## src/rtl/stdp_pkg.sv

```systemverilog
// rtl/stdp_pkg.sv - shared widths, types and STDP step table for stdp_ctrl
package stdp_pkg;

  localparam int W_WIDTH = 8;
  localparam int T_WIDTH = 4;
  localparam int A_MAX   = 16;
  localparam int T_WIN   = 8;

  typedef logic [W_WIDTH-1:0] weight_t;
  typedef logic [T_WIDTH-1:0] age_t;

  typedef enum logic [1:0] {
    UPD_NONE = 2'd0,
    UPD_LTP  = 2'd1,
    UPD_LTD  = 2'd2
  } upd_kind_t;

  // Halving step per cycle of spike separation; nothing outside 1..t_win.
  function automatic int unsigned stdp_step(input int unsigned dt,
                                            input int unsigned a_max,
                                            input int unsigned t_win);
    if (dt == 0 || dt > t_win) return 0;
    return a_max >> (dt - 1);
  endfunction

endpackage

```

## src/rtl/stdp_age_ctr.sv

```systemverilog
// rtl/stdp_age_ctr.sv - cycles-since-spike counter, saturating at all-ones
module stdp_age_ctr #(
  parameter int T_WIDTH = 4
) (
  input  logic               clk,
  input  logic               rst_n,
  input  logic               spike,
  output logic [T_WIDTH-1:0] age
);

  localparam logic [T_WIDTH-1:0] AGE_SAT = '1;

  logic [T_WIDTH-1:0] age_q, age_d;

  always_comb begin
    age_d = age_q;
    if (spike)                age_d = T_WIDTH'(1);
    else if (age_q != AGE_SAT) age_d = age_q + 1'b1;
  end

  always_ff @(posedge clk or negedge rst_n) begin
    if (!rst_n) age_q <= AGE_SAT;
    else        age_q <= age_d;
  end

  assign age = age_q;

endmodule

```

## src/rtl/stdp_ctrl.sv

```systemverilog
// rtl/stdp_ctrl.sv - synaptic weight holder with pair-based STDP learning
module stdp_ctrl import stdp_pkg::*; #(
  parameter int W_WIDTH = stdp_pkg::W_WIDTH,
  parameter int T_WIDTH = stdp_pkg::T_WIDTH,
  parameter int W_INIT  = 16,
  parameter int W_MAX   = 255,
  parameter int W_MIN   = 0,
  parameter int A_MAX   = stdp_pkg::A_MAX,
  parameter int T_WIN   = stdp_pkg::T_WIN
) (
  input  logic               clk,
  input  logic               rst_n,
  input  logic               pre_spike,
  input  logic               post_spike,
  input  logic               learn_en,
  output logic [W_WIDTH-1:0] post_current,
  output logic [W_WIDTH-1:0] weight,
  output logic               upd_valid,
  output logic               upd_dir,
  output logic [T_WIDTH-1:0] dt_last
);

  localparam logic [W_WIDTH:0]   W_MAX_X  = W_MAX[W_WIDTH:0];
  localparam logic [W_WIDTH:0]   W_MIN_X  = W_MIN[W_WIDTH:0];
  localparam logic [W_WIDTH-1:0] W_INIT_W = W_INIT[W_WIDTH-1:0];
  localparam logic [T_WIDTH-1:0] T_WIN_A  = T_WIN[T_WIDTH-1:0];

  logic [T_WIDTH-1:0] pre_age, post_age;

  upd_kind_t          kind_q, kind_d;
  logic [T_WIDTH-1:0] pend_dt_q, pend_dt_d;
  logic [W_WIDTH-1:0] weight_q, weight_d;
  logic [W_WIDTH-1:0] post_current_q, post_current_d;
  logic               upd_valid_q, upd_valid_d;
  logic               upd_dir_q, upd_dir_d;
  logic [T_WIDTH-1:0] dt_last_q, dt_last_d;

  logic [W_WIDTH:0]   dw, sum, diff;

  stdp_age_ctr #(.T_WIDTH(T_WIDTH)) u_pre_age (
    .clk   (clk),
    .rst_n (rst_n),
    .spike (pre_spike),
    .age   (pre_age)
  );

  stdp_age_ctr #(.T_WIDTH(T_WIDTH)) u_post_age (
    .clk   (clk),
    .rst_n (rst_n),
    .spike (post_spike),
    .age   (post_age)
  );

  always_comb begin
    kind_d    = UPD_NONE;
    pend_dt_d = pend_dt_q;
    if (learn_en && post_spike && !pre_spike && pre_age <= T_WIN_A) begin
      kind_d    = UPD_LTP;
      pend_dt_d = pre_age;
    end else if (learn_en && pre_spike && !post_spike && post_age <= T_WIN_A) begin
      kind_d    = UPD_LTD;
      pend_dt_d = post_age;
    end
  end

  // Extra headroom bit so the clamps see true overflow/underflow.
  always_comb begin
    dw          = (W_WIDTH+1)'(stdp_step(32'(pend_dt_q), A_MAX, T_WIN));
    sum         = {1'b0, weight_q} + dw;
    diff        = {1'b0, weight_q} - dw;
    weight_d    = weight_q;
    upd_valid_d = 1'b0;
    upd_dir_d   = upd_dir_q;
    dt_last_d   = dt_last_q;
    case (kind_q)
      UPD_LTP: begin
        upd_valid_d = 1'b1;
        upd_dir_d   = 1'b1;
        dt_last_d   = pend_dt_q;
        weight_d    = (sum > W_MAX_X) ? W_MAX_X[W_WIDTH-1:0] : sum[W_WIDTH-1:0];
      end
      UPD_LTD: begin
        upd_valid_d = 1'b1;
        upd_dir_d   = 1'b0;
        dt_last_d   = pend_dt_q;
        weight_d    = (dw > {1'b0, weight_q} || diff < W_MIN_X) ? W_MIN_X[W_WIDTH-1:0]
                                                                : diff[W_WIDTH-1:0];
      end
      default: ;
    endcase
    post_current_d = pre_spike ? weight_q : '0;
  end

  always_ff @(posedge clk or negedge rst_n) begin
    if (!rst_n) begin
      kind_q         <= UPD_NONE;
      pend_dt_q      <= '0;
      weight_q       <= W_INIT_W;
      post_current_q <= '0;
      upd_valid_q    <= 1'b0;
      upd_dir_q      <= 1'b0;
      dt_last_q      <= '0;
    end else begin
      kind_q         <= kind_d;
      pend_dt_q      <= pend_dt_d;
      weight_q       <= weight_d;
      post_current_q <= post_current_d;
      upd_valid_q    <= upd_valid_d;
      upd_dir_q      <= upd_dir_d;
      dt_last_q      <= dt_last_d;
    end
  end

  assign weight       = weight_q;
  assign post_current = post_current_q;
  assign upd_valid    = upd_valid_q;
  assign upd_dir      = upd_dir_q;
  assign dt_last      = dt_last_q;

endmodule
```

## config.mk

```make
export PLATFORM = sky130hd
export DESIGN_NAME = stdp_ctrl
export DESIGN_NICKNAME = d
export VERILOG_FILES = /design/src/rtl/stdp_pkg.sv /design/src/rtl/stdp_age_ctr.sv /design/src/rtl/stdp_ctrl.sv
export SDC_FILE = /design/constraint.sdc
export NUM_CORES = 1
export LEC_CHECK = 0
export ABC_AREA = 1
export CORE_ASPECT_RATIO = 1.1
export CORE_MARGIN = 4
export CORE_UTILIZATION = 60
export DETAILED_ROUTE_END_ITERATION = 10
export GPL_ROUTABILITY_DRIVEN = 0
export GPL_TIMING_DRIVEN = 0
export PLACE_DENSITY = 0.85
export SYNTH_ARGS = -nofsm -noshare
export SYNTH_HDL_FRONTEND = slang
export SYNTH_HIERARCHICAL = 1
export SYNTH_SLANG_ARGS = --single-unit
```

## constraint.sdc

```tcl
create_clock -name clk -period 5.5 [get_ports clk]
set_input_delay 1.375 -clock clk [delete_from_list [all_inputs] [get_ports clk]]
set_output_delay 1.375 -clock clk [all_outputs]
set_load 0.02 [all_outputs]
```

# Word-level counts from Yosys, hierarchy flattened
# Cells that the tools add are included.
[classes]
n_addsub = 5
n_lt_le_gt_ge = 6
n_eq_ne = 4
shifts = 1
n_mux = 16
n_reduce_logical = 16
[ops]
columns = ["op", "n"]
rows = [
  ["$shr 5x32->9 const A", 1],
  ["$mux 4", 6],
  ["$mux 8", 3],
  ["$pmux 8 s2", 1],
  ["$add 8x9->9", 1],
  ["$gt 9x8->1", 1],
  ["$gt 9x8->1 const B", 1],
  ["$lt 9x1->1 const B", 1],
  ["$mux 9", 1],
  ["$sub 8x9->9", 1],
  ["$add 4x1->4 const B", 2],
  ["$le 4x4->1 const B", 2],
  ["$ne 4x4->1 const B", 2],
  ["$reduce_bool 2->1", 4],
  ["$logic_and 1x1->1", 6],
  ["$sub 4x1->5 const B", 1],
  ["$gt 4x4->1 const B", 1],
  ["$logic_not 4->1", 1],
  ["$mux 2", 2],
  ["$eq 2x1->1 const B", 1],
  ["$eq 2x2->1 const B", 1],
  ["$logic_not 1->1", 2],
  ["$logic_or 1x1->1", 2],
  ["$mux 1", 2],
  ["other kinds (2)", 2],
]
[totals]
regBits = 36
inputBits = 5
word_cells = 57

# Logic depth before layout (Yosys ltp)
[logic_depth]
depth_word = 9
mapped_depth = 22
depth_no_buf = 21

# By module
# Netlist, hierarchy kept.
[modules_own_cells]
columns = ["mod", "instances", "cells_per_inst", "area_each_um2", "seq_area_each_um2"]
rows = [
  ["stdp_ctrl", 1, 266, 1940.6, 701.9],
  ["stdp_age_ctr", 2, 27, 210.2, 105.1],
]

# Worst setup path before layout
# No wires, ideal clock.
[synth_timing]
path_type = "register to register"
from = "register pend_dt_q[0]"
to = "register weight_q[6], in the netlist weight[6]"
arrival_ns = 2.406
t_required_ns = 5.382
slack_ns = 2.976
stages_incl_launch_ff = 21
n_path_buf = 0
synth_period_minus_slack_ns = 2.524
cell_sequence = "dfrtp_1 inv_1 ha_1 nand2_1 nor2_1 nor2_1 inv_1 nor4_1 ha_1 inv_1 fa_1 nand3_1 nand2_1 nand2_1 nand2_1 nand2_1 nand2_1 nand2_1 nand2_1 nand2_1 nand2_1"
[synth_via]
elab_chain_len = 9
elab_cells_between_ends = 16
[synth_rtl]
columns = ["element", "line", "rtl"]
rows = [
  ["start: declaration", "stdp_ctrl.sv:31", "logic [T_WIDTH-1:0] pend_dt_q, pend_dt_d;"],
  ["start signal: assignment", "stdp_ctrl.sv:105", "pend_dt_q <= pend_dt_d;"],
  ["branches (longest 3 deep; another with $sub 4x1->5)", "n/a", ""],
  ["$mux 9 *", "stdp_pkg.sv:23", "return a_max >> (dt - 1);"],
  ["$sub 8x9->9", "stdp_ctrl.sv:70", "diff = {1'b0, weight_q} - dw;"],
  ["$lt 9x1->1", "stdp_ctrl.sv:86", "weight_d = (dw > {1'b0, weight_q} || diff < W_MIN_X) ? W_MIN_X[W_WIDTH-1:0]"],
  ["$logic_or 1x1->1", "stdp_ctrl.sv:86", ""],
  ["$mux 8", "stdp_ctrl.sv:86", ""],
  ["$pmux 8 s2 *", "stdp_ctrl.sv:75", "case (kind_q)"],
  ["end signal: assignment", "stdp_ctrl.sv:106", "weight_q <= weight_d;"],
  ["end: declaration", "stdp_ctrl.sv:32", "logic [W_WIDTH-1:0] weight_q, weight_d;"],
]
# Every way passes the cells marked *.
# A chain may end at the register's enable or synchronous reset.

# Final worst setup path
# Ends and elaborated chain as after synthesis.

==> metrics.md <==
| Metric | Value |
|---|---|
| Reg2reg path depth | 20 |
| Sequential-to-total area share from yosys stat | 38.6% |
| Via/cell ratio | 5.23 |
| Die area | 5000 um2 |
| Total iterations of the first detailed-routing run | 5 |
| Rel. slew slack | 48.0% |
| Status | finished clean |
| I/O Buffers | 26 |
| CP arrival | 3.14 ns |
| Remaining antenna violation count | 0 |
| CP most frequent cell | nand2_1 |
| Clk_lat worst skew | 0.29 ns |
| WP depth | 20 |
| Critical path endpoint | weight[6] |
| Post-cts resize count | 0 |
| Starting density of the core | 63.6% |
| Synthesized area | 2360 um2 |
| Core Rows | 23 |
| Net count, final | 374 |
| Antenna violations before repair | 0 |
| CP Cell Sequence | inv_1, ha_1, nand2_1, nor2_1, nor2_1, inv_1, nor4_1, ha_1, inv_1, fa_1, nand3_1, nand2_1, nand2_1, nand2_1, nand2_1, nand2_1, nand2_1, nand2_1, nand2_1, nand2_1 |
| CP top delay family | simple AND/OR/NAND/NOR gates |
| Syn_area_per_cell | 7.38 um2 |
| Worst slew pin tran | 0.779 ns |
| Commonest non-fill, non-tap cell in the layout | nand2_1 |
| Initial DRC Count | 143 |
| Synth warn | 6 |
| Die extent in x | 67.8 um |
| # Post-CTS Setup Buffers | 0 |
| Max Buffers Root-to-Sink | 2 |
| GRT Resource Usage Total | 22.9% |
| Crit path largest cell delay | 0.47 ns |
| PwrDens | 444 nW/um2 |
| Area grow syn2layout | 18.0% |
| Layout cells sized above 1 | 12.1% |
| # DRC | 0 |
| Max VDD drop | 0.249 mV |
| Fmax | 0.338 GHz |
| Endpoints failing hold | 0 |
| Placed cell count | 396 |
| TritonCTS Buffers | 5 |
| Largest net degree at the start of global routing | 37 |
| Die Y | 73.8 um |
| DR WL/cell | 12.4 um |
| Final Max Tran Viols | 0 |
| Synthesized flop and latch total | 36 |
| GRT overflow | 0 |
| Max cap viols | 0 |
| Root Driver | clkbuf_8 |
| Slowest cell on crit path | nor4_1 |
| Multi-input gate area | 1150 um2 |
| Post-synth net total | 341 |
| Vias | 2114 |
| Crit path launch type | flip-flop |
| Finished Layout Cells | 404 |
| Core footprint | 3710 um2 |
| Final setup vio count | 0 |
| Antenna cells | 0 |
| CTS tree | yes |
| WL final | 4990 um |
| Synth top area share | 28.6% |
| Total area of sequential cells | 912 um2 |
| Buf/Inv on CP | 3 |
| Kind of critical path | reg -> reg |
| R2R Path End | weight[6] |
| First-pass GRT wire length | 8790 um |
| Yosys top cell by area | dfrtp_1 |
| Hold buffer count at cts | 0 |
| Post-route setup TNS | 0 ns |
| Synth Instances | 320 |
| Reg2Reg Launch Point | pend_dt_q[0] |
| Clk sinks | 36 |
| Critical Path End Type | flip-flop |
| Worst Setup SP | pend_dt_q[0] |
| R2r setup slk | 2.54 ns |
| Most frequent cells in the layout | nand2_1 (96), inv_1 (46), nand3_1 (33) |
| I/O Pins | 27 |
| Worst Path Max Fanout | 4 |
| Vias in the first global route | 2078 |
| CTS H-tree lvls | 2 |
| Clk slew on worst S/H paths | 0.07 ns |
| LEAKAGE | 1.44 nW |
| Final min period | 2.96 ns |
| Post-DP HPWL | 3770 um |
| Clock Skew | 0.0107 ns |
| Class of the worst hold path | reg -> reg |
| Fillcell total | 294 |
| Synth area leaders | dfrtp_1 (29%), nand2_1 (15%), dfstp_2 (10%), ha_1 (7.4%), inv_1 (7.3%) |
| Final worst path period share | 53.8% |
| Worst Hold Path Cells | 2 |
| CP Data Required Time | 5.68 ns |
| Post-synthesis cell type count | 30 |
| RSZ-0062 raised after global routing | no |
cell usage after synthesis, drive strengths merged:
cell type / n
o211ai: 1
nor4: 2
and3: 1
nor2: 34
a31oi: 1
xor2: 3
nand4: 4
and2: 1
nand3: 34
bufinv: 1
inv: 53
nand2: 98
o21ai: 9
buf: 7
dfstp: 9
dfrtp: 27
o221ai: 3
ha: 14
fa: 2
xnor2: 1
clkinv: 2
a21oi: 13
registers in the layout (all words and copies together), names as in the netlist:
signal / count
post_current: 8
weight: 8
dt_last: 4
pend_dt_q: 4
u_post_age/age: 4
u_pre_age/age: 4
kind_q: 2
upd_dir: 1
upd_valid: 1
area by class of cell:
class / count / share of cell area (%)
timing repair buffer: 26 / 9.16
clock inverter: 2 / 1.26
buffer: 7 / 2.60
inverter: 56 / 8.04
clock buffer: 6 / 2.60
tap: 50 / 2.25
multi-input combinational: 221 / 41.4
sequential: 36 / 32.7
tightest hold or removal path: cells and delay by family (launching register included):
kind / cells / cell delay (ns)
DFF: 1 / 0.34
AOI/OAI and AO/OA: 1 / 0.06
and+or+nand+nor: 1 / 0.05
how the worst min path moves through the flow:
stage / from / end / slack (ns)
after global routing: u_pre_age/age[1] / u_pre_age/age[1] / 0.53
after detailed placement: dt_last[2] / dt_last[2] / 0.49
after CTS: dt_last[2] / dt_last[2] / 0.50
final: dt_last[2] / dt_last[2] / 0.49
after floorplan: u_post_age/age[1] / u_post_age/age[1] / 0.48
after global placement: upd_dir / upd_dir / 0.48
report_power, final:
group          total [W]  switching (W)  internal, W
Clock           0.000225      0.0000904     0.000134
Combinational   0.000629       0.000365     0.000264
Sequential      0.000383      0.0000553     0.000328
cell families (layout without fill, tap and decap cells):
| group | count (synthesis) | in the layout | share of synthesized area [%] |
|---|---|---|---|
| buffers and inverters | 63 | 97 | 12.6 |
| adder cells (fa/ha/maj) | 16 | 16 | 9.12 |
| AND/OR/NAND/NOR | 174 | 174 | 31.5 |
| XOR/XNOR | 4 | 4 | 1.48 |
| AO/OA/AOI/OAI | 27 | 27 | 6.68 |
| flip-flops | 36 | 36 | 38.6 |
layer usage:
layer	GRT usage, %	vias to the layer above	wire, um
met2	41.5	44	2570
met4	7.73	0	93
met5	0	-	0
li1	-	1061	-
met3	3.67	11	177
met1	27.2	998	2150
stage by stage:
step                      hold WS [ns]  area, um2  utilization [%]  total power, W  setup slack, ns
final                            0.493       2790             75.1         0.00124             2.54
after global routing             0.533       2790             75.1         0.00134             2.32
after CTS                        0.496       2790             75.1         0.00124             2.59
after detailed placement         0.493       2680             72.2         0.00101             2.59
after global placement           0.478       2680             72.3        0.000998             2.29
after floorplan                  0.476       2360                -        0.000827             2.98
Note: power is estimated with default switching activity, not from simulation.
==> variant: new RTL, same settings <==
Register the inputs `pre_spike`, `post_spike` and `learn_en` before use, cleared by the reset. The logic sees them one clock later.
--- a/src/rtl/stdp_ctrl.sv
+++ b/src/rtl/stdp_ctrl.sv
@@ -25,6 +25,22 @@
   localparam logic [W_WIDTH-1:0] W_INIT_W = W_INIT[W_WIDTH-1:0];
   localparam logic [T_WIDTH-1:0] T_WIN_A  = T_WIN[T_WIDTH-1:0];
 
+  logic pre_spike_q;
+  logic post_spike_q;
+  logic learn_en_q;
+
+  always_ff @(posedge clk or negedge rst_n) begin
+    if (!rst_n) begin
+      pre_spike_q  <= '0;
+      post_spike_q <= '0;
+      learn_en_q   <= '0;
+    end else begin
+      pre_spike_q  <= pre_spike;
+      post_spike_q <= post_spike;
+      learn_en_q   <= learn_en;
+    end
+  end
+
   logic [T_WIDTH-1:0] pre_age, post_age;
 
   upd_kind_t          kind_q, kind_d;
@@ -40,24 +56,24 @@
   stdp_age_ctr #(.T_WIDTH(T_WIDTH)) u_pre_age (
     .clk   (clk),
     .rst_n (rst_n),
-    .spike (pre_spike),
+    .spike (pre_spike_q),
     .age   (pre_age)
   );
 
   stdp_age_ctr #(.T_WIDTH(T_WIDTH)) u_post_age (
     .clk   (clk),
     .rst_n (rst_n),
-    .spike (post_spike),
+    .spike (post_spike_q),
     .age   (post_age)
   );
 
   always_comb begin
     kind_d    = UPD_NONE;
     pend_dt_d = pend_dt_q;
-    if (learn_en && post_spike && !pre_spike && pre_age <= T_WIN_A) begin
+    if (learn_en_q && post_spike_q && !pre_spike_q && pre_age <= T_WIN_A) begin
       kind_d    = UPD_LTP;
       pend_dt_d = pre_age;
-    end else if (learn_en && pre_spike && !post_spike && post_age <= T_WIN_A) begin
+    end else if (learn_en_q && pre_spike_q && !post_spike_q && post_age <= T_WIN_A) begin
       kind_d    = UPD_LTD;
       pend_dt_d = post_age;
     end
@@ -88,7 +104,7 @@
       end
       default: ;
     endcase
-    post_current_d = pre_spike ? weight_q : '0;
+    post_current_d = pre_spike_q ? weight_q : '0;
   end
 
   always_ff @(posedge clk or negedge rst_n) begin
Function: changed (Yosys sat finds a counterexample within 4 cycles, from zero or initial values and one cycle with rst_n low).
==> variant against the unedited design <==
Synthesized cell count up 0.63%. Die area rose by 2.9%. Synthesized area is 3.2% higher. Final area grew 2.6%. Clock power down 7%. Count of clock-buffer cells in the layout is 2 higher. Power decreased by 0.49%. Worst setup slack better by 100 ps. Routed wire length fell by 2.2%. Sequential cell count grew 3. Critical path type is now reg2out. Largest power group unchanged. Highest routed layer unchanged.
==> variant: results (changes against the unedited design) <==
status=finished clean (unchanged); cell family with most CP delay=buffers and inverters (was simple AND/OR/NAND/NOR gates); crit-path max FO=5 (was 4); Post-Syn Area per Cell=7.57 um2 (was 7.38 um2); Worst R2R Setup Slack=2650 ps (was 2540 ps); CP peak stage delay=610 ps (was 470 ps); Critical path origin=weight[4]$_DFFE_PN1P_ (was pend_dt_q[0]$_DFFE_PN0P_); Slowest-stage cell, CP=clkdlybuf4s50_1 (was nor4_1); first-pass GRT wire length=8380 um (was 8790 um); Worst setup endpoint=weight[4] (was weight[6]$_DFFE_PN0P_); worst reg-to-reg path cell count=16 (was 20); initial DRC count=116 (was 143); placed cells=400 (was 396); NumNets Final=376 (was 374); Post-Syn Nets=343 (was 341); met1 Track Usage GR=26.0% (was 27.2%); GRT Total Usage=21.9% (was 22.9%); synth top area cells=dfrtp_1 (31%), nand2_1 (15%), dfstp_2 (9.7%) (was dfrtp_1 (29%), nand2_1 (15%), dfstp_2 (10%)); final cell count without fillers=408 (was 404); WHS Path Cells=2 (unchanged); layout cell share with drive strength beyond 1=12.1% (about the same); Static Leak=1.47 nW (was 1.44 nW); VDD IR-drop max=0.233 mV (was 0.249 mV); later-pin clock latency in the skew report=290 ps (about the same); Core Util, Final=72.6% (was 75.1%); Arrival @ worst endpoint=1480 ps (was 3140 ps); Max-slew headroom=44.4% (was 48.0%); clk_skew=1.91 ps (was 10.7 ps); met2 Use GR=38.9% (was 41.5%); worst r2r src=pend_dt_q[0]$_DFFE_PN0P_ (unchanged); routed wire length=4880 um (was 4990 um); worst reg2reg path endpoint=weight[3]$_DFFE_PN0P_ (was weight[6]$_DFFE_PN0P_); Synth top cells by count=nand2_1 (96), inv_1 (46), nand3_1 (33), dfrtp_1 (30), nor2_1 (25) (was nand2_1 (96), inv_1 (46), nand3_1 (33), nor2_1 (29), dfrtp_1 (27)); Cell Area, Placed=0.00276 mm2 (was 0.00268 mm2); via count=2103 (was 2114); post-DP HPWL=3720 um (was 3770 um); DRT Pass-1 Iters=4 (was 5); sequential share of the synthesized area=40.5% (was 38.6%)
==> variant: changes by cell type after synthesis <==
cell,before,now
nand4_1,3,4
a31oi_1,1,0
nor4_1,2,0
nor3_1,0,4
dfrtp_1,27,30
nor2_1,29,25
xor2_1,3,4
==> variant: per-layer routing <==
layer	vias up	part of all wire, %
met5	-	0
met4	0	2.4
met3	9	3.5
met2	39	51
met1	985	43
li1	1070	-
==> variant: worst min-delay path by stage <==
stage	start	endpoint	slack (ps)
final	upd_dir$_DFFE_PN0P_	upd_dir$_DFFE_PN0P_	500
after global routing	upd_dir$_DFFE_PN0P_	upd_dir$_DFFE_PN0P_	520
after CTS	upd_dir$_DFFE_PN0P_	upd_dir$_DFFE_PN0P_	500
after detailed placement	upd_dir$_DFFE_PN0P_	upd_dir$_DFFE_PN0P_	480
after global placement	pend_dt_q[1]$_DFFE_PN0P_	pend_dt_q[1]$_DFFE_PN0P_	480
after floorplan	pend_dt_q[1]$_DFFE_PN0P_	pend_dt_q[1]$_DFFE_PN0P_	460
==> variant: cell type report <==
type,instances,area share (%)
plain buffers,7,2.54
clock buffers,8,3.50
inverters,56,7.84
multi-input cells,220,40.4
flip-flops and latches,39,34.5
well taps,52,2.28
repair buffers,26,8.93
==> variant: power by group <==
| group | switching, mW | internal (mW) |
|---|---|---|
| Combinational | 0.362 | 0.260 |
| Clock | 0.0948 | 0.114 |
| Sequential | 0.0519 | 0.349 |
| Total | 0.508 | 0.723 |
==> variant: cell families (layout without fill, tap and decap cells) <==
logic type | Yosys count | count (layout) | synth area share [%]
xor+xnor | 5 | 5 | 1.80
flops | 39 | 39 | 40.5
simple gates | 173 | 173 | 30.5
compound gates | 26 | 26 | 6.21
fa+ha+maj | 16 | 16 | 8.83
buf+inv | 63 | 97 | 12.2
==> variant: metrics by stage <==
stage	hold slack (ps)	worst slack (ps)
final	498	2640
after global placement	485	2160
after global routing	520	2320
after floorplan	459	3060
after CTS	500	2630
after detailed placement	484	2690
